`config.mk`:
```
export PLATFORM = sky130hd
export DESIGN_NAME = spi_tx_arbiter
export DESIGN_NICKNAME = d
export VERILOG_FILES = /design/src/rtl/spi_pkg.sv /design/src/rtl/spi_rr_picker.sv /design/src/rtl/spi_tx_arbiter.sv
export SDC_FILE = /design/constraint.sdc
export NUM_CORES = 1
export LEC_CHECK = 0
export ABC_AREA = 1
export CORE_ASPECT_RATIO = 1.5
export CORE_MARGIN = 2
export CORE_UTILIZATION = 45
export DETAILED_ROUTE_END_ITERATION = 10
export PLACE_DENSITY = 0.78
export SYNTH_ARGS = -nofsm -noshare
export SYNTH_HDL_FRONTEND = slang
export SYNTH_HIERARCHICAL = 1
export SYNTH_SLANG_ARGS = --single-unit
export TNS_END_PERCENT = 100
```
`constraint.sdc`:
```
create_clock -name CLK -period 3.9 [get_ports CLK]
set_input_delay 0.78 -clock CLK [delete_from_list [all_inputs] [get_ports CLK]]
set_output_delay 0.78 -clock CLK [all_outputs]
set_load 0.02 [all_outputs]
```
`src/rtl/spi_pkg.sv`:
```
// Shared types for the SPI transmit arbiter.
// Round-robin pick helper scans last+1, last+2, ... with wrap.
package spi_pkg;

  localparam int MAX_REQ = 8;

  typedef enum logic [2:0] {
    IDLE,
    LAUNCH,
    START,
    ACTIVE,
    DONE,
    FAULT
  } arb_state_t;

  typedef struct packed {
    logic       valid;
    logic [2:0] idx;
  } rr_pick_t;

  function automatic rr_pick_t rr_pick(
    input logic [MAX_REQ-1:0] req,
    input logic [2:0]         last,
    input int                 n
  );
    rr_pick_t p;
    int       j;
    p = '0;
    // Descending offset so the nearest set request wins.
    for (int k = MAX_REQ; k >= 1; k--) begin
      if (k <= n) begin
        j = (int'(last) + k) % n;
        if (req[j]) begin
          p.valid = 1'b1;
          p.idx   = 3'(j);
        end
      end
    end
    return p;
  endfunction

endpackage

```
`src/rtl/spi_rr_picker.sv`:
```
// Combinational round-robin winner select.
// Returns index and one-hot of the next requester after last.
module spi_rr_picker
  import spi_pkg::*;
#(
  parameter int NUM_REQ = 4,
  parameter int IW      = $clog2(NUM_REQ)
) (
  input  logic [NUM_REQ-1:0] req,
  input  logic [IW-1:0]      last,
  output logic               valid,
  output logic [IW-1:0]      idx,
  output logic [NUM_REQ-1:0] onehot
);

  rr_pick_t p;

  always_comb begin
    p      = rr_pick(MAX_REQ'(req), 3'(last), NUM_REQ);
    valid  = p.valid;
    idx    = IW'(p.idx);
    onehot = NUM_REQ'(1) << p.idx;
  end

endmodule

```
`src/rtl/spi_tx_arbiter.sv`:
```
// Round-robin sequencer sharing one spi_go transmitter.
// Launches GO, tracks SS_N, acks the winner or flags a timeout.
module spi_tx_arbiter
  import spi_pkg::*;
#(
  parameter int NUM_REQ       = 4,
  parameter int DATA_LENGTH   = 8,
  parameter int START_TIMEOUT = 4,
  parameter int XFER_TIMEOUT  = 2*DATA_LENGTH+8
) (
  input  logic                           CLK,
  input  logic                           RST_N,
  input  logic [NUM_REQ-1:0]             REQ,
  input  logic [NUM_REQ*DATA_LENGTH-1:0] DATA,
  output logic [NUM_REQ-1:0]             ACK,
  output logic [NUM_REQ-1:0]             SEL,
  output logic [$clog2(NUM_REQ)-1:0]     GNT_ID,
  output logic                           BUSY,
  output logic                           ERR,
  output logic                           SPI_GO,
  output logic [DATA_LENGTH-1:0]         SPI_DATA,
  input  logic                           SPI_SS_N
);

  localparam int IW   = $clog2(NUM_REQ);
  localparam int TMAX = (START_TIMEOUT > XFER_TIMEOUT) ?
                        START_TIMEOUT : XFER_TIMEOUT;
  localparam int CW   = $clog2(TMAX + 1);

  arb_state_t           state;
  logic [CW-1:0]        cnt;
  logic [CW-1:0]        cnt_inc;
  logic [IW-1:0]        last_grant;
  logic                 pick_v;
  logic [IW-1:0]        pick_idx;
  logic [NUM_REQ-1:0]   pick_oh;

  spi_rr_picker #(
    .NUM_REQ (NUM_REQ)
  ) u_pick (
    .req    (REQ),
    .last   (last_grant),
    .valid  (pick_v),
    .idx    (pick_idx),
    .onehot (pick_oh)
  );

  // Saturating watchdog count.
  assign cnt_inc = (cnt == CW'(TMAX)) ? cnt : cnt + 1'b1;

  always_ff @(posedge CLK or negedge RST_N) begin
    if (!RST_N) begin
      state      <= IDLE;
      cnt        <= '0;
      last_grant <= IW'(NUM_REQ-1);
      ACK        <= '0;
      SEL        <= '0;
      GNT_ID     <= '0;
      BUSY       <= 1'b0;
      ERR        <= 1'b0;
      SPI_GO     <= 1'b0;
      SPI_DATA   <= '0;
    end else begin
      SPI_GO <= 1'b0;
      ACK    <= '0;
      ERR    <= 1'b0;
      case (state)
        IDLE: begin
          cnt <= '0;
          if (pick_v) begin
            state    <= LAUNCH;
            SPI_DATA <= DATA[pick_idx*DATA_LENGTH +: DATA_LENGTH];
            SEL      <= pick_oh;
            GNT_ID   <= pick_idx;
            SPI_GO   <= 1'b1;
            BUSY     <= 1'b1;
          end
        end
        LAUNCH: begin
          state <= START;
          cnt   <= '0;
        end
        START: begin
          if (!SPI_SS_N) begin
            state <= ACTIVE;
            cnt   <= '0;
          end else if (cnt == CW'(START_TIMEOUT-1)) begin
            state <= FAULT;
            ERR   <= 1'b1;
          end else begin
            cnt <= cnt_inc;
          end
        end
        ACTIVE: begin
          if (SPI_SS_N) begin
            state <= DONE;
            ACK   <= SEL;
          end else if (cnt == CW'(XFER_TIMEOUT-1)) begin
            state <= FAULT;
            ERR   <= 1'b1;
          end else begin
            cnt <= cnt_inc;
          end
        end
        DONE, FAULT: begin
          last_grant <= GNT_ID;
          SEL        <= '0;
          BUSY       <= 1'b0;
          state      <= IDLE;
        end
        default: begin
          state      <= IDLE;
          cnt        <= '0;
          last_grant <= IW'(NUM_REQ-1);
          SEL        <= '0;
          GNT_ID     <= '0;
          BUSY       <= 1'b0;
          SPI_DATA   <= '0;
        end
      endcase
    end
  end

endmodule
```
==> results of run 1 <==
[registers in the layout, summed over array words and instances, names as in the netlist]
register / flops
SPI_DATA: 8
GNT_ID: 2
last_grant: 2
ACK: 4
BUSY: 1
ERR: 1
SPI_GO: 1
SEL: 4
state: 3
cnt: 5
[per-stage QoR]
stage                     util (%)  hold slack (ps)  cell area (sq um)  setup slack [ps]  total power, W
after detailed placement      60.0              478               2700               959         0.00199
after floorplan                  -              484               2100              1790         0.00167
final                         62.6              491               2820              1250         0.00231
after global placement        60.0              476               2700              1070         0.00197
after global routing          62.6              514               2820              1050         0.00253
after CTS                     62.6              498               2820              1270         0.00233
[cell families after synthesis]
kind of cell    share of synthesized area (%)
flops                                    37.0
compound gates                           8.16
fa+ha+maj                                1.79
simple gates                             41.5
buf+inv                                  10.7
xor+xnor                                0.834
[worst max path at each step]
stage,endpoint
3_3_place_gp,GNT_ID[0]$_DFFE_PN0P_
2_1_floorplan,SPI_DATA[3]$_DFFE_PN0P_
5_1_grt,GNT_ID[1]$_DFFE_PN0P_
3_5_place_dp,GNT_ID[0]$_DFFE_PN0P_
6_report,GNT_ID[0]$_DFFE_PN0P_
4_1_cts,GNT_ID[0]$_DFFE_PN0P_
[final cells by class]
class,count,area [sq um]
fillers,424,1680
clock buffers,6,82.6
multi-input cells,209,1100
clock inverters,2,35.0
well taps,48,60.1
inverters,44,169
flip-flops and latches,31,778
repair buffers,60,598
[cell usage after synthesis (all sizes together), types with 2 or more instances]
cell type | number | area (sq um)
a21oi | 5 | 25.0
a31oi | 2 | 12.5
buf | 6 | 52.6
dfrtp | 29 | 726
dfstp | 2 | 52.6
ha | 3 | 37.5
inv | 43 | 164
nand2 | 110 | 480
nand3 | 37 | 230
nor2 | 25 | 123
nor3 | 3 | 25.0
o21ai | 16 | 98.8
[worst register-to-register path, stage by stage (launching register included)]
cell	delay, ps
dfstp_2	600
inv_2	110
nand2_1	120
nand2_1	70
o2111ai_1	300
nand3_1	180
a21boi_2	610
nand3_1	150
o21ai_1	120
[report_power, final]
group | total [W] | leakage (nW) | switching (W) | internal, W
combinational | 0.00146 | 0.929 | 0.000945 | 0.000513
clock | 0.000326 | 0.0612 | 0.000119 | 0.000206
sequential | 0.000525 | 0.404 | 0.0000905 | 0.000434
total | 0.00231 | 1.39 | 0.00115 | 0.00115
[layer usage]
layer | vias to the layer above | GRT usage, % | part of all wire [%]
li1 | 1029 | - | -
met1 | 882 | 20.7 | 40
met2 | 58 | 37.3 | 52
met3 | 7 | 4.73 | 6.1
met4 | 0 | 8.89 | 1.5
met5 | - | 0 | 0
==> run_results.csv, run 1 <==
group,metric,value,unit
min_path,hp-start,"BUSY$_DFFE_PN0P_",
critical_path,cp_cell_sequence,"clkdlybuf4s50_1 -> nand2_1 -> nand2_2 -> nand2_1 -> nand2_2 -> clkinv_2 -> o2111ai_1 -> nand3_1 -> a21boi_2 -> nand3_1 -> o21ai_1",
yosys,yosysSeqAreaShare,37.0,%
power,ir_worst_vdd,0.357,mV
critical_path,r2r_end,"GNT_ID[0]$_DFFE_PN0P_",
timing,hold_viol,0,
yosys,syn_area,0.00210,sq mm
timing,max_freq,377,MHz
critical_path,max_stage_delay,610,ps
placement,place_congestion,0.847,
global_route,grt_pass1_vias,1930,
detailed_routing,vias,1976,
yosys,syn_avg_cell_area,7.22,sq um
detailed_routing,drtPass1Iterations,5,
yosys,synth_ff_type,"dfrtp_1",
critical_path,startpoint,"REQ[0]",
yosys,synth-seq-cells,31,
floorplan,chipWidth,59.8,um
critical_path,worstPathMaxFanout,12,
detailed_routing,ant_nets,0,
cells_and_area,n_antenna_cell,0,
global_route,gr-total-overflow,0,
timing,setup_tns,0,ps
clock_network,cts_sinks,31,
clock_network,numCtsBuffers,5,
critical_path,critPathTopFamily,"compound AO/OA/AOI/OAI gates",
timing,finalSetupViolations,0,
cells_and_area,nets,393,
min_path,min_to,"BUSY$_DFFE_PN0P_",
critical_path,path_class,"input port to flip-flop",
clock_network,post_cts_buffers,0,
status,outcome,"finished clean",
critical_path,setup.worst_path.start_class,"input port",
timing,slew_headroom,52.2,%
critical_path,reg2reg_depth,8,
min_path,hold_path_depth,2,
yosys,synth_edf_count,0,
placement,dpl.hpwl,3790,um
detailed_routing,avgRoutedWirePerCell,12.4,um
floorplan,die_area,0.00524,sq mm
power,power_density,818,mW/mm^2
critical_path,rrSetupSlack,1570,ps
power,leakage,1.39,nW
detailed_routing,drc,0,
floorplan,num_rows,30,
timing,fin_skew,6.76,ps
critical_path,cp_data_required_time,4110,ps
global_route,antenna_found_initial,0,
clock_network,cts_buffer_depth,2,
critical_path,worstPathArrival,2860,ps
yosys,syn_nets,333,
critical_path,critPathCaptureType,"flip-flop",
clock_network,root_buffer,"clkbuf_8",
clock_network,clk_latency,290,ps
floorplan,start_util,46.6,%
clock_network,cts_tree,"yes",
yosys,ys.warnings.count,6,
global_route,gr-usage-all-layers,20.1,%
critical_path,crit_cells,11,
run,cap_violations,0,
yosys,synthCells,291,
critical_path,critical_path_buf_inv_count,2,
cells_and_area,final_common_cell,"nand2_1",
cells_and_area,drive_above_1_share,19.6,%
clock_network,cts-hold-fix-buffers,0,
cells_and_area,final_cell_mix,"85 x nand2_1, 59 x clkdlybuf4s50_1, 32 x inv_1, 29 x dfrtp_1, 28 x nand3_1",
critical_path,r2r-start,"last_grant[0]$_DFFE_PN1N_",
global_route,grt_max_degree,32,
clock_network,clkTransAtPathRegs,60,ps
detailed_routing,finalWirelength,4970,um
timing,final_max_slew_viol_count,0,
yosys,async_reset_ff_share,100,%
clock_network,ctsResizeCount,0,
floorplan,coreArea,0.00450,sq mm
yosys,synth_cell_types,36,
min_path,hold_path.class,"flip-flop to flip-flop",
critical_path,slowest_stage,"a21boi_2",
cells_and_area,layout.cells.non_filler,400,
timing,rsz0062_at_grt,"false",
global_route,grt_pass1_wl,8000,um
floorplan,fp.dieH,87.7,um
detailed_routing,dr.first_iter.drc_count,94,
detailed_routing,viasPerCell,4.94,
cells_and_area,syn_to_final_growth,34.2,%
timing,min_period,2650,ps
timing,finalCritPeriodShare,67.9,%
placement,port_buffers,59,
floorplan,io-pin-count,60,
clock_network,htreeDepth,2,
placement,dp.cells,392,
timing,tightest_slew,713,ps
No activity file was read; power rests on OpenSTA's default activity.
==> run 2, diff against run 1 <==
--- a/config.mk
+++ b/config.mk
@@ -8,7 +8,7 @@
 export ABC_AREA = 1
 export CORE_ASPECT_RATIO = 1.5
 export CORE_MARGIN = 2
-export CORE_UTILIZATION = 45
+export CORE_UTILIZATION = 43
 export DETAILED_ROUTE_END_ITERATION = 10
 export PLACE_DENSITY = 0.78
 export SYNTH_ARGS = -nofsm -noshare
==> constraint.sdc (replaced) <==
create_clock -name CLK -period 2.4 [get_ports CLK]
set_input_delay 0.48 -clock CLK [delete_from_list [all_inputs] [get_ports CLK]]
set_output_delay 0.48 -clock CLK [all_outputs]
set_load 0.02 [all_outputs]
==> run 2 against run 1 <==
  * Utilization down 2.8 points
  * Worst setup slack worse by 900 ps
  * Global-route usage up 0.067 points
  * Largest cell class unchanged
  * Clock skew about the same
  * Critical path type unchanged
  * Total power up 64%
  * Register-to-register slack worse by 1200 ps
  * Critical endpoint is now SPI_DATA[4]$_DFFE_PN0P_
==> run_results.csv, run 2 (synthesized netlist as in run 1, its figures left out) <==
group,metric,value,unit
cells_and_area,n_fill_cell,445,
clock_network,cts-hold-fix-buffers,0,
timing,tightest_slew,382,ps
critical_path,path_class,"input port to flip-flop",
critical_path,setup.worst_path.start_class,"input port",
floorplan,start_util,44.0,%
global_route,antenna_found_initial,0,
cells_and_area,seq_area,778,sq um
placement,place_congestion,0.855,
detailed_routing,viasPerCell,4.76,
floorplan,chipWidth,61.1,um
timing,final_max_slew_viol_count,0,
status,outcome,"finished clean",
floorplan,die_area,0.00547,sq mm
clock_network,ctsResizeCount,0,
critical_path,critPathCaptureType,"flip-flop",
min_path,min_to,"BUSY$_DFFE_PN0P_",
timing,finalCritPeriodShare,85.4,%
global_route,grt_pass1_vias,1907,
critical_path,reg2reg_depth,8,
detailed_routing,drc,0,
power,leakage,1.41,nW
cells_and_area,final_common_cell,"nand2_1",
clock_network,post_cts_buffers,0,
clock_network,root_buffer,"clkbuf_8",
cells_and_area,reg_top3,"SPI_DATA: 8 flops, cnt: 5 flops",
clock_network,numCtsBuffers,5,
global_route,gr-usage-all-layers,20.2,%
critical_path,rrSetupSlack,420,ps
cells_and_area,stdcell_area,0.00285,sq mm
placement,port_buffers,59,
cells_and_area,layout.cells.non_filler,423,
cells_and_area,syn_to_final_growth,35.9,%
power,power_density,1330,mW/mm^2
critical_path,worstPathMaxFanout,8,
floorplan,fp.dieH,89.6,um
clock_network,htreeDepth,2,
power,ir_worst_vdd,0.548,mV
power,pwr-share-seq,22.6,%
timing,worst_slack,350,ps
floorplan,io-pin-count,60,
cells_and_area,regMostFlops,"SPI_DATA",
detailed_routing,dr.first_iter.drc_count,79,
placement,dpl.hpwl,4180,um
floorplan,coreArea,0.00477,sq mm
cells_and_area,largest_reg_flops,8,
clock_network,cts_tree,"yes",
power,p_switching,0.00192,W
clock_network,clk_latency,280,ps
critical_path,cp_data_required_time,2570,ps
placement,placed_cell_area,0.00276,sq mm
clock_network,cts_buffer_depth,2,
critical_path,r2r-start,"last_grant[0]$_DFFE_PN1N_",
detailed_routing,ant_nets,0,
timing,finalSetupViolations,0,
cells_and_area,drive_above_1_share,20.4,%
placement,dp.cells,415,
timing,slew_headroom,74.5,%
power,p_comb_share,66.6,%
timing,setup_tns,0,ps
power,intPower,0.00188,W
timing,fin_skew,6.85,ps
clock_network,cts_sinks,31,
global_route,grt_max_degree,32,
detailed_routing,finalWirelength,5110,um
timing,hold_viol,0,
timing,min_period,2050,ps
power,clkPwrFrac,10.8,%
min_path,hold_path_depth,2,
detailed_routing,avgRoutedWirePerCell,12.1,um
cells_and_area,final_cell_mix,"85 x nand2_1, 59 x clkdlybuf4s50_1, 32 x inv_1, 29 x dfrtp_1, 28 x nand3_1",
min_path,hold_path.class,"flip-flop to flip-flop",
cells_and_area,n_antenna_cell,0,
min_path,hp-start,"BUSY$_DFFE_PN0P_",
timing,rsz0062_at_grt,"false",
power,swShare,50.5,%
placement,pre_cts_ws,68.4,ps
global_route,gr-total-overflow,0,
clock_network,clkTransAtPathRegs,60,ps
cells_and_area,multiInputGateArea,0.00110,sq mm
critical_path,worstPathArrival,2220,ps
floorplan,num_rows,31,
run,cap_violations,0,
detailed_routing,drtPass1Iterations,5,
global_route,grt_pass1_wl,8270,um
detailed_routing,vias,2013,
cells_and_area,nets,398,
timing,max_freq,488,MHz
critical_path,r2r_end,"SPI_DATA[4]$_DFFE_PN0P_",
## run 2: cell count changes in the layout (fill, tap and decap cells not counted), sizes merged
| cell | before | now |
|---|---|---|
| buf | 1 | 6 |
| bufinv | 1 | 0 |
| clkbuf | 6 | 7 |
## run 2: worst max-delay path by stage
stage | start | endpoint | slack (ps) | depth (start not counted)
floorplan | last_grant[0]$_DFFE_PN1N_ | SPI_DATA[3]$_DFFE_PN0P_ | 440 | 14
global placement | REQ[3] | SPI_DATA[5]$_DFFE_PN0P_ | 160 | 15
detailed placement | REQ[3] | SPI_DATA[6]$_DFFE_PN0P_ | 70 | 9
CTS | REQ[3] | SPI_DATA[4]$_DFFE_PN0P_ | 360 | 9
global route | REQ[3] | SPI_DATA[6]$_DFFE_PN0P_ | 250 | 15
finish | REQ[3] | SPI_DATA[4]$_DFFE_PN0P_ | 350 | 9
## run 2: worst max-delay path, stage by stage
cell and delay, ps:
clkdlybuf4s50_1 510, inv_1 70, nand2_1 100, nand2_1 80
o2111ai_1 340, nand3_1 180, a21boi_2 180, buf_4 200
o21ai_1 70
## run 2: layer usage
| layer | GRT usage, % | wire [um] |
|---|---|---|
| met2 | 35.9 | 2900 |
| met1 | 23.5 | 1970 |
| met5 | 0 | 0 |
| met3 | 3.15 | 113 |
| met4 | 8.50 | 127 |
## run 2: final cells by class
| cell class | instances | area share [%] |
|---|---|---|
| clock buffer | 7 | 3.02 |
| clock inverter | 1 | 0.175 |
| inverter | 44 | 5.92 |
| multi-input combinational | 209 | 38.4 |
| sequential | 31 | 27.3 |
| tap | 66 | 2.89 |
| timing repair buffer | 65 | 22.3 |
## run 2: per-stage QoR
stage	hold slack (ps)	util [%]	total power [W]
global route	531	59.8	0.00415
finish	491	59.8	0.00379
detailed placement	478	57.9	0.00340
CTS	494	59.8	0.00382
floorplan	184	-	0.00271
global placement	496	57.9	0.00336
## run 2: power by group through the flow
stage | combinational, W | sequential (W) | clock, W
2_1_floorplan | 0.00175 | 0.000958 | 0
3_3_place_gp | 0.00249 | 0.000862 | 0
3_5_place_dp | 0.00253 | 0.000866 | 0
4_1_cts | 0.00254 | 0.000858 | 0.000422
5_1_grt | 0.00281 | 0.000881 | 0.000460
6_report | 0.00253 | 0.000857 | 0.000409
==> run 3, diff against run 2 <==
--- a/config.mk
+++ b/config.mk
@@ -8,11 +8,10 @@
 export ABC_AREA = 1
 export CORE_ASPECT_RATIO = 1.5
 export CORE_MARGIN = 2
-export CORE_UTILIZATION = 43
+export CORE_UTILIZATION = 45
 export DETAILED_ROUTE_END_ITERATION = 10
 export PLACE_DENSITY = 0.78
 export SYNTH_ARGS = -nofsm -noshare
 export SYNTH_HDL_FRONTEND = slang
 export SYNTH_HIERARCHICAL = 1
 export SYNTH_SLANG_ARGS = --single-unit
-export TNS_END_PERCENT = 100
==> constraint.sdc (replaced) <==
create_clock -name CLK -period 2.2 [get_ports CLK]
set_input_delay 0.44 -clock CLK [delete_from_list [all_inputs] [get_ports CLK]]
set_output_delay 0.44 -clock CLK [all_outputs]
set_load 0.02 [all_outputs]
==> run 3 against run 2 <==
  * Critical path depth is 1 lower
  * Count of clock-buffer cells in the layout is 1 lower
  * Sequential cell count stayed put
  * Worst hold slack improved by 9.1 ps
  * Critical path type is now flip-flop to flip-flop
  * Largest cell class unchanged
  * Highest routed layer unchanged
==> run_results.csv, run 3 (synthesized netlist as in run 1, its figures left out) <==
group,metric,value,unit
timing,rsz0062_at_grt,"false",
power,power_density,1500,mW/mm^2
timing,finalSetupViolations,0,
critical_path,path_class,"flip-flop to flip-flop",
clock_network,clk_latency,290,ps
clock_network,cts_buffer_depth,2,
cells_and_area,final_cell_mix,"85 x nand2_1, 59 x clkdlybuf4s50_1, 32 x inv_1, 29 x dfrtp_1, 28 x nand3_1",
cells_and_area,multiInputGateArea,0.00110,sq mm
timing,tightest_slew,402,ps
clock_network,htreeDepth,2,
min_path,hp-start,"BUSY$_DFFE_PN0P_",
detailed_routing,drc,0,
placement,port_buffers,59,
cells_and_area,largest_reg_flops,8,
timing,fin_skew,5.81,ps
cells_and_area,final_common_cell,"nand2_1",
clock_network,cts_tree,"yes",
power,intPower,0.00222,W
cells_and_area,n_fill_cell,401,
cells_and_area,syn_to_final_growth,37.3,%
clock_network,cts_sinks,31,
cells_and_area,n_antenna_cell,0,
critical_path,critPathCaptureType,"flip-flop",
timing,max_freq,505,MHz
floorplan,start_util,46.6,%
clock_network,ctsResizeCount,0,
power,power,0.00432,W
power,p_switching,0.00210,W
timing,slew_headroom,73.2,%
clock_network,root_buffer,"clkbuf_8",
global_route,antenna_found_initial,0,
detailed_routing,avgRoutedWirePerCell,12.8,um
floorplan,chipWidth,59.8,um
placement,place_congestion,0.854,
floorplan,coreArea,0.00450,sq mm
cells_and_area,nets,400,
power,swShare,48.7,%
detailed_routing,dr.first_iter.drc_count,53,
clock_network,cts-hold-fix-buffers,0,
timing,finalCritPeriodShare,90.0,%
status,outcome,"finished clean",
detailed_routing,dr_wl_met2,2780,um
cells_and_area,drive_above_1_share,21.2,%
floorplan,die_area,0.00524,sq mm
min_path,hold_path.class,"flip-flop to flip-flop",
critical_path,worstPathArrival,2160,ps
global_route,gr-usage-all-layers,20.9,%
critical_path,setup.worst_path.start_class,"flip-flop",
run,cap_violations,0,
critical_path,startpoint,"last_grant[0]$_DFFE_PN1N_",
cells_and_area,layout.cells.non_filler,407,
placement,placed_cell_area,0.00277,sq mm
timing,hold_viol,0,
global_route,grt_pass1_wl,8300,um
placement,dpl.hpwl,4050,um
power,pwr-share-seq,21.6,%
clock_network,numCtsBuffers,5,
detailed_routing,top_layer,"met4",
detailed_routing,wl_met3,331,um
floorplan,io-pin-count,60,
cells_and_area,stdcell_area,0.00289,sq mm
cells_and_area,seq_area,778,sq um
detailed_routing,vias,2047,
placement,dp.cells,399,
floorplan,fp.dieH,87.7,um
timing,worst_slack,221,ps
clock_network,post_cts_buffers,0,
power,p_comb_share,64.8,%
detailed_routing,ant_nets,0,
global_route,grt_max_degree,32,
detailed_routing,drtPass1Iterations,5,
detailed_routing,viasPerCell,5.03,
power,leakage,1.43,nW
critical_path,r2r-start,"last_grant[0]$_DFFE_PN1N_",
global_route,gr-total-overflow,0,
cells_and_area,regMostFlops,"SPI_DATA",
timing,final_max_slew_viol_count,0,
cells_and_area,reg_top3,"SPI_DATA: 8 flops, cnt: 5 flops",
floorplan,num_rows,30,
critical_path,worstPathMaxFanout,8,
detailed_routing,finalWirelength,5210,um
power,ir_worst_vdd,0.767,mV
global_route,grt_pass1_vias,2022,
critical_path,rrSetupSlack,220,ps
placement,pre_cts_ws,-56.5,ps
critical_path,cp_data_required_time,2380,ps
timing,min_period,1980,ps
power,clkPwrFrac,13.6,%
cells_and_area,fin_util,64.1,%
detailed_routing,m1WireLength,1990,um
clock_network,clkTransAtPathRegs,60,ps
-- run 3: cell types whose count changed in the layout (fill, tap and decap cells not counted), sizes merged --
cell    change
bufinv      +1
buf         +2
clkbuf      -1
-- run 3: per-stage QoR --
stage	setup TNS, ps	hold WS (ps)
6_report	0	500
3_5_place_dp	-440	489
4_1_cts	0	517
2_1_floorplan	0	144
5_1_grt	0	527
3_3_place_gp	0	474
-- run 3: critical path, cell delays in order, from the launching register on --
cell,delay (ps)
dfstp_2,610
inv_2,110
nand2_1,120
nand2_1,80
o2111ai_1,320
nand3_1,160
a21boi_2,220
buf_4,190
o21ai_2,60
-- run 3: path summary, 6_finish.rpt --
path	endpoint	cells past startpoint
max in group asynchronous	last_grant[0]$_DFFE_PN1N_	2
hold reg to reg	BUSY$_DFFE_PN0P_	2
min in group asynchronous	cnt[3]$_DFFE_PN0P_	2
hold / removal	BUSY$_DFFE_PN0P_	2
setup / recovery	SPI_DATA[7]$_DFFE_PN0P_	8
setup reg to reg	SPI_DATA[7]$_DFFE_PN0P_	8
-- run 3: layer usage --
metal | vias up | global-route usage (%)
met3 | 8 | 4.28
met1 | 926 | 20.7
li1 | 1038 | -
met4 | 0 | 8.69
met5 | - | 0
met2 | 75 | 40.1
-- run 3: power groups by stage --
stage,combinational [W],sequential [W],clock [W]
6_report,0.00280,0.000932,0.000588
5_1_grt,0.00310,0.000954,0.000623
4_1_cts,0.00284,0.000932,0.000602
3_5_place_dp,0.00283,0.000941,0
3_3_place_gp,0.00277,0.000936,0
2_1_floorplan,0.00191,0.00105,0
-- run 3: layout make-up --
cell class | count | share of cell area (%)
timing repair buffer | 67 | 23.0
tap | 48 | 2.08
sequential | 31 | 27.0
inverter | 44 | 5.85
clock inverter | 2 | 1.21
clock buffer | 6 | 2.86
multi-input combinational | 209 | 38.0
